[src/rtl/imem_loader_pkg.sv]
// imem_loader_pkg: shared definitions for the instruction-memory image loader.
//   imem_ld_state_e   loader FSM states
//   IMEM_ERR_*        err_code values reported on load_err
//   IMEM_NUM_INST_DEF default instruction memory depth in bytes
package imem_loader_pkg;

   typedef enum logic [2:0] {
      LEN0,
      LEN1,
      DATA,
      CSUM,
      DONE,
      ERR
   } imem_ld_state_e;

   localparam logic [1:0] IMEM_ERR_NONE = 2'd0;
   localparam logic [1:0] IMEM_ERR_ZERO = 2'd1;
   localparam logic [1:0] IMEM_ERR_LEN  = 2'd2;
   localparam logic [1:0] IMEM_ERR_CSUM = 2'd3;

   localparam int unsigned IMEM_NUM_INST_DEF = 256;

endpackage

[src/rtl/imem_loader_if.sv]
// imem_loader_if: bundles the loader's byte-stream input, instruction-memory
// write port and status outputs.
//   in_valid/in_data/in_ready    byte stream (transfer on valid && ready)
//   start                        re-arm pulse from DONE or ERR
//   mem_we/mem_addr/mem_wdata    byte write port into instruction memory
//   cpu_hold/load_done/load_err/err_code  status to the core
// Modports: slave = loader side, master = source/observer side.
interface imem_loader_if #(
   parameter int unsigned ADDR_W = 8
) ();

   logic              in_valid;
   logic [7:0]        in_data;
   logic              in_ready;
   logic              start;
   logic              mem_we;
   logic [ADDR_W-1:0] mem_addr;
   logic [7:0]        mem_wdata;
   logic              cpu_hold;
   logic              load_done;
   logic              load_err;
   logic [1:0]        err_code;

   modport slave (
      input  in_valid, in_data, start,
      output in_ready, mem_we, mem_addr, mem_wdata,
             cpu_hold, load_done, load_err, err_code
   );

   modport master (
      output in_valid, in_data, start,
      input  in_ready, mem_we, mem_addr, mem_wdata,
             cpu_hold, load_done, load_err, err_code
   );

endinterface

[src/rtl/imem_loader.sv]
// imem_loader: receives a length-prefixed, XOR-checksummed program image over
// a valid/ready byte stream and writes it little-endian into the instruction
// memory's byte write port. The core is held in reset until a full image
// with a matching checksum has landed.
// Ports:
//   clk    single clock
//   reset  synchronous, active-high
//   bus    imem_loader_if slave (byte stream, memory write port, status)
module imem_loader
   import imem_loader_pkg::*;
#(
   parameter int unsigned NUM_INST = IMEM_NUM_INST_DEF,
   parameter int unsigned ADDR_W   = $clog2(NUM_INST)
) (
   input  logic          clk,
   input  logic          reset,
   imem_loader_if.slave  bus
);

   imem_ld_state_e    state_q, state_d;
   logic [15:0]       len_q, len_d;
   logic [17:0]       cnt_q, cnt_d;
   logic [7:0]        csum_q, csum_d;
   logic [1:0]        code_q, code_d;
   logic              we_q, we_d;
   logic [ADDR_W-1:0] addr_q, addr_d;
   logic [7:0]        wdata_q, wdata_d;

   logic              ready;
   logic              accept;
   logic [17:0]       total_bytes;

   // Readiness is decoded from state only; reset forces it low so nothing
   // is taken while the block is being cleared.
   assign ready = !reset && (state_q == LEN0 || state_q == LEN1 ||
                             state_q == DATA || state_q == CSUM);
   assign accept      = ready && bus.in_valid;
   assign total_bytes = {len_q, 2'b00};

   always_ff @(posedge clk) begin
      if (reset) begin
         state_q <= LEN0;
         len_q   <= '0;
         cnt_q   <= '0;
         csum_q  <= '0;
         code_q  <= IMEM_ERR_NONE;
         we_q    <= 1'b0;
         addr_q  <= '0;
         wdata_q <= '0;
      end else begin
         state_q <= state_d;
         len_q   <= len_d;
         cnt_q   <= cnt_d;
         csum_q  <= csum_d;
         code_q  <= code_d;
         we_q    <= we_d;
         addr_q  <= addr_d;
         wdata_q <= wdata_d;
      end
   end

   always_comb begin
      state_d = state_q;
      len_d   = len_q;
      cnt_d   = cnt_q;
      csum_d  = csum_q;
      code_d  = code_q;
      we_d    = 1'b0;
      addr_d  = addr_q;
      wdata_d = wdata_q;

      case (state_q)
         LEN0: begin
            if (accept) begin
               len_d   = {8'h00, bus.in_data};
               state_d = LEN1;
            end
         end
         LEN1: begin
            if (accept) begin
               len_d = {bus.in_data, len_q[7:0]};
               if (len_d == 16'd0) begin
                  state_d = ERR;
                  code_d  = IMEM_ERR_ZERO;
               end else if ({len_d, 2'b00} > 18'(NUM_INST)) begin
                  state_d = ERR;
                  code_d  = IMEM_ERR_LEN;
               end else begin
                  cnt_d   = '0;
                  csum_d  = '0;
                  state_d = DATA;
               end
            end
         end
         DATA: begin
            if (accept) begin
               we_d    = 1'b1;
               addr_d  = cnt_q[ADDR_W-1:0];
               wdata_d = bus.in_data;
               cnt_d   = cnt_q + 18'd1;
               csum_d  = csum_q ^ bus.in_data;
               if (cnt_q == total_bytes - 18'd1) begin
                  state_d = CSUM;
               end
            end
         end
         CSUM: begin
            if (accept) begin
               if (bus.in_data == csum_q) begin
                  state_d = DONE;
               end else begin
                  state_d = ERR;
                  code_d  = IMEM_ERR_CSUM;
               end
            end
         end
         DONE, ERR: begin
            if (bus.start) begin
               state_d = LEN0;
               code_d  = IMEM_ERR_NONE;
            end
         end
         default: begin
            state_d = LEN0;
         end
      endcase
   end

   // Status outputs decode the state register, so they change the cycle
   // after the final accepted byte.
   assign bus.in_ready  = ready;
   assign bus.mem_we    = we_q;
   assign bus.mem_addr  = addr_q;
   assign bus.mem_wdata = wdata_q;
   assign bus.cpu_hold  = (state_q != DONE);
   assign bus.load_done = (state_q == DONE);
   assign bus.load_err  = (state_q == ERR);
   assign bus.err_code  = code_q;

endmodule

[src/flat_wrapper.sv]
// flat-port wrapper written by rule: the top's interface ports become plain ports
module imem_loader_flat import imem_loader_pkg::*;
#(
   parameter int unsigned NUM_INST = IMEM_NUM_INST_DEF,
   parameter int unsigned ADDR_W   = $clog2(NUM_INST)
)
  (clk, reset, bus_in_valid, bus_in_data, bus_start, bus_in_ready, bus_mem_we, bus_mem_addr, bus_mem_wdata, bus_cpu_hold, bus_load_done, bus_load_err, bus_err_code);
  imem_loader_if #(.ADDR_W(ADDR_W)) bus_i ();
  input  logic clk;
  input  logic reset;
  input wire logic [$bits(bus_i.in_valid)-1:0] bus_in_valid;
  input wire logic [$bits(bus_i.in_data)-1:0] bus_in_data;
  input wire logic [$bits(bus_i.start)-1:0] bus_start;
  output wire logic [$bits(bus_i.in_ready)-1:0] bus_in_ready;
  output wire logic [$bits(bus_i.mem_we)-1:0] bus_mem_we;
  output wire logic [$bits(bus_i.mem_addr)-1:0] bus_mem_addr;
  output wire logic [$bits(bus_i.mem_wdata)-1:0] bus_mem_wdata;
  output wire logic [$bits(bus_i.cpu_hold)-1:0] bus_cpu_hold;
  output wire logic [$bits(bus_i.load_done)-1:0] bus_load_done;
  output wire logic [$bits(bus_i.load_err)-1:0] bus_load_err;
  output wire logic [$bits(bus_i.err_code)-1:0] bus_err_code;
  assign bus_i.in_valid = bus_in_valid;
  assign bus_i.in_data = bus_in_data;
  assign bus_i.start = bus_start;
  assign bus_in_ready = bus_i.in_ready;
  assign bus_mem_we = bus_i.mem_we;
  assign bus_mem_addr = bus_i.mem_addr;
  assign bus_mem_wdata = bus_i.mem_wdata;
  assign bus_cpu_hold = bus_i.cpu_hold;
  assign bus_load_done = bus_i.load_done;
  assign bus_load_err = bus_i.load_err;
  assign bus_err_code = bus_i.err_code;
  imem_loader #(.NUM_INST(NUM_INST), .ADDR_W(ADDR_W)) u_core (.clk(clk), .reset(reset), .bus(bus_i));
endmodule
[config.mk]
export PLATFORM = sky130hd
export DESIGN_NAME = imem_loader_flat
export DESIGN_NICKNAME = d
export VERILOG_FILES = /design/src/rtl/imem_loader_pkg.sv /design/src/rtl/imem_loader_if.sv /design/src/rtl/imem_loader.sv /design/src/flat_wrapper.sv
export SDC_FILE = /design/constraint.sdc
export NUM_CORES = 1
export LEC_CHECK = 0
export CORE_AREA = 8 8 71 119
export CTS_CLUSTER_SIZE = 25
export DETAILED_ROUTE_END_ITERATION = 10
export DIE_AREA = 0 0 79 127
export PLACE_DENSITY = 0.73
export SYNTH_ARGS = -nofsm -noshare
export SYNTH_HDL_FRONTEND = slang
export SYNTH_SLANG_ARGS = --single-unit
[constraint.sdc]
create_clock -name clk -period 2.6 [get_ports clk]
set_clock_uncertainty 0.2 [all_clocks]
set_input_delay 0.39 -clock clk [delete_from_list [all_inputs] [get_ports clk]]
set_output_delay 0.39 -clock clk [all_outputs]
set_load 0.1 [all_outputs]
==> impl_metrics.yaml <==
layout:
  multi_input_area_mm2: 0.00211
  regArea_mm2: 0.00128
  layout.nets: 511
  antennaDiodeCount: 0
  area_delta_synth_final_pct: 36.7
  final_core_util: 0.672
  fill_cells: 565
  drive_above_1_share: 0.251
  final_cell_mix: "buf_4 (75), dfxtp_1 (61), nor2_1 (57), nand2_1 (50), a21oi_1 (31)"
  final_cells: 585
  final_common_cell: "buf_4"
outcome:
  violations: "negative setup slack"
  status: "finished with violations"
global_routing:
  grt_pass1_vias: 3438
  grt_pass1_wl_mm: 15.9
  antenna_found_initial: 0
  grt_max_degree: 49
  grt-ovfl-total: 0
  grt_usage: 0.196
sta:
  post-route-min-period_ps: 2630
  hold_viol: 0
  maxSlewViolCount: 0
  rsz0062_at_grt: "true"
  layout_worst_path_cycle_share: 1.01
  timing.hold.ws_ps: 214
  tns_ps: -25.5
  slew_headroom: 0.667
  finalSetupViolCount: 1
  max_freq_mhz: 381
  tightestPinTransition_ps: 499
  setup_ws_ps: -25.5
floorplan:
  dieHeight_um: 127
  ios: 35
  die-area_mm2: 0.0100
  start_util: 0.491
  core.rowCount: 40
  fp.coreArea_mm2: 0.00681
  dieWidth_um: 79
route:
  drtIter0Drc: 297
  drc: 0
  drt_wl_total_mm: 9.83
  wl_per_cell_um: 16.8
  dr.pass1.iters: 5
  viasPerCell: 5.79
  drtAntennaViolNets: 0
  vias: 3386
synth:
  synth.area.top_cells: "dfxtp_1 (38%), nor2_1 (6.5%), xnor2_1 (6.3%)"
  netlist.area_leader.share: 0.383
  synth_area_per_cell_um2: 7.91
  synth-seq-cells: 64
  synthArstFlopShare: 0
  synth_edf_count: 0
  synthesis.nets: 438
  ys_warn_count: 0
  yosysSeqAreaShare: 0.383
  synth_ff_type: "dfxtp_1"
  synth_cell_type_count: 60
  syn-cell-area_mm2: 0.00334
  synth_cells: 423
  synth.largest_area_cell: "dfxtp_1"
clock_network:
  clk_latency_ps: 330
  clk_pin_slew_worst_paths_ps: 50
  cts_buffers: 9
  h-tree-depth: 3
  clockBufferDepth: 2
  clock_sinks: 64
  cts_tree: "yes"
  root_buffer: "clkbuf_16"
worst_setup_path:
  cp_cell_sequence: "or4_4 -> buf_4 -> nor4_4 -> o211a_1 -> nor3_2 -> or4_4 -> and2_4 -> o32ai_1"
  arrival_ps: 2660
  crit_type: "register to register"
  r2r-start: "u_core.len_q[5]$_SDFFE_PP0P_"
  worstSetupStartpointType: "register"
  critPathMaxFanout: 5
  slowest_delay_ps: 580
  worst_ep_required_time_ps: 2640
  path_buf_inv: 1
  crit_path_start: "u_core.len_q[5]$_SDFFE_PP0P_"
  cpMostUsedCell: "or4_4"
  crit_family: "simple AND/OR/NAND/NOR gates"
  crit_slowest_cell: "or4_4"
  end_kind: "register"
placement:
  portBuffers: 34
  place_inst: 563
  gp_congestion: 0.889
  dp_hpwl_mm: 6.98
  dp_worst_setup_slack_ps: -513
power_and_ir_drop:
  powerDensity_mw_per_mm2: 583
  power.leakage_nw: 1.82
  ir_worst_vdd_uv: 477
hold_path:
  hold_class: "input pin to register"
  holdCritStartpoint: "bus_in_data[1]"
run:
  max-cap-violations: 0
## layer usage
layer,routed length [um],global-route usage
met5,0,0
met4,469,0.117
met3,323,0.0435
met2,5260,0.353
met1,3780,0.197
## worst min-delay path: stages
cell and delay [ps]:
dlymetal6s2s_1 170, nand2_1 80, a21oi_1 50
## cell usage after synthesis, types with 2 or more instances
cell type,n
dfxtp_1,64
nor2_1,58
nand2_1,52
a21oi_1,32
clkbuf_1,24
xnor2_1,24
nor3_1,16
xor2_1,13
o21ai_0,12
a22oi_1,11
nand4_1,11
inv_1,8
mux2i_1,8
nor2b_1,8
nor4_1,8
nand3_1,7
or3_1,5
and2_1,4
or4_1,4
and4_1,3
ha_1,3
nor3b_1,3
o22ai_1,3
a2111o_1,2
and3_1,2
nand2b_1,2
o31a_1,2
or2_2,2
## timing repair
action                                  4_1_cts  5_1_grt
buffers inserted                              4        2
resized for setup                            14       19
endpoints found under the setup margin       23       19
pin swaps                                     3       13
hold buffers                                  0        0
## path summary, 6_finish.rpt
check	end	slack (ps)	depth (start not counted)
worst min-delay path	u_core.bus.mem_wdata[1]$_SDFFE_PP0P_	210	3
worst max-delay path	u_core.state_q[1]$_SDFFE_PP0P_	-30	8
worst min register to register	u_core.bus.mem_addr[5]$_SDFFE_PP0P_	260	2
worst max register to register	u_core.state_q[1]$_SDFFE_PP0P_	-30	8
## cell families after synthesis
logic type	after synthesis	synth area share
AND/OR/NAND/NOR	193	0.281
AO/OA/AOI/OAI	82	0.160
flip-flops	64	0.383
XOR/XNOR	37	0.0969
buffers and inverters	36	0.0434
multiplexers	8	0.0239
adder cells (fa/ha/maj)	3	0.0112
## power by group
group          internal, W  leakage, nW  switching (W)
sequential        0.000998        0.518      0.0000171
combinational     0.000204         1.15       0.000242
clock             0.000791        0.150       0.000413
total              0.00199         1.82       0.000672
## flip-flops by register name, indices dropped and copies added (netlist names)
signal                flops
u_core.bus.err_code       2
u_core.bus.mem_addr       8
u_core.bus.mem_wdata      8
u_core.bus.mem_we         1
u_core.cnt_q             18
u_core.csum_q             8
u_core.len_q             16
u_core.state_q            3
## per-stage QoR
stage / total power, W / area (um^2)
after global routing: 0.00275 / 4570
after CTS: 0.00264 / 4450
after floorplan: 0.00127 / 3370
after global placement: 0.00141 / 4050
after detailed placement: 0.00141 / 4050
final: 0.00266 / 4570
## area by class of cell
type | instances | area share
timing repair buffer | 89 | 0.161
inverter | 9 | 0.00821
sequential | 64 | 0.281
multi-input combinational | 323 | 0.461
clock inverter | 3 | 0.00876
tap | 84 | 0.0230
clock buffer | 13 | 0.0569
(Power assumes the default switching activity.)
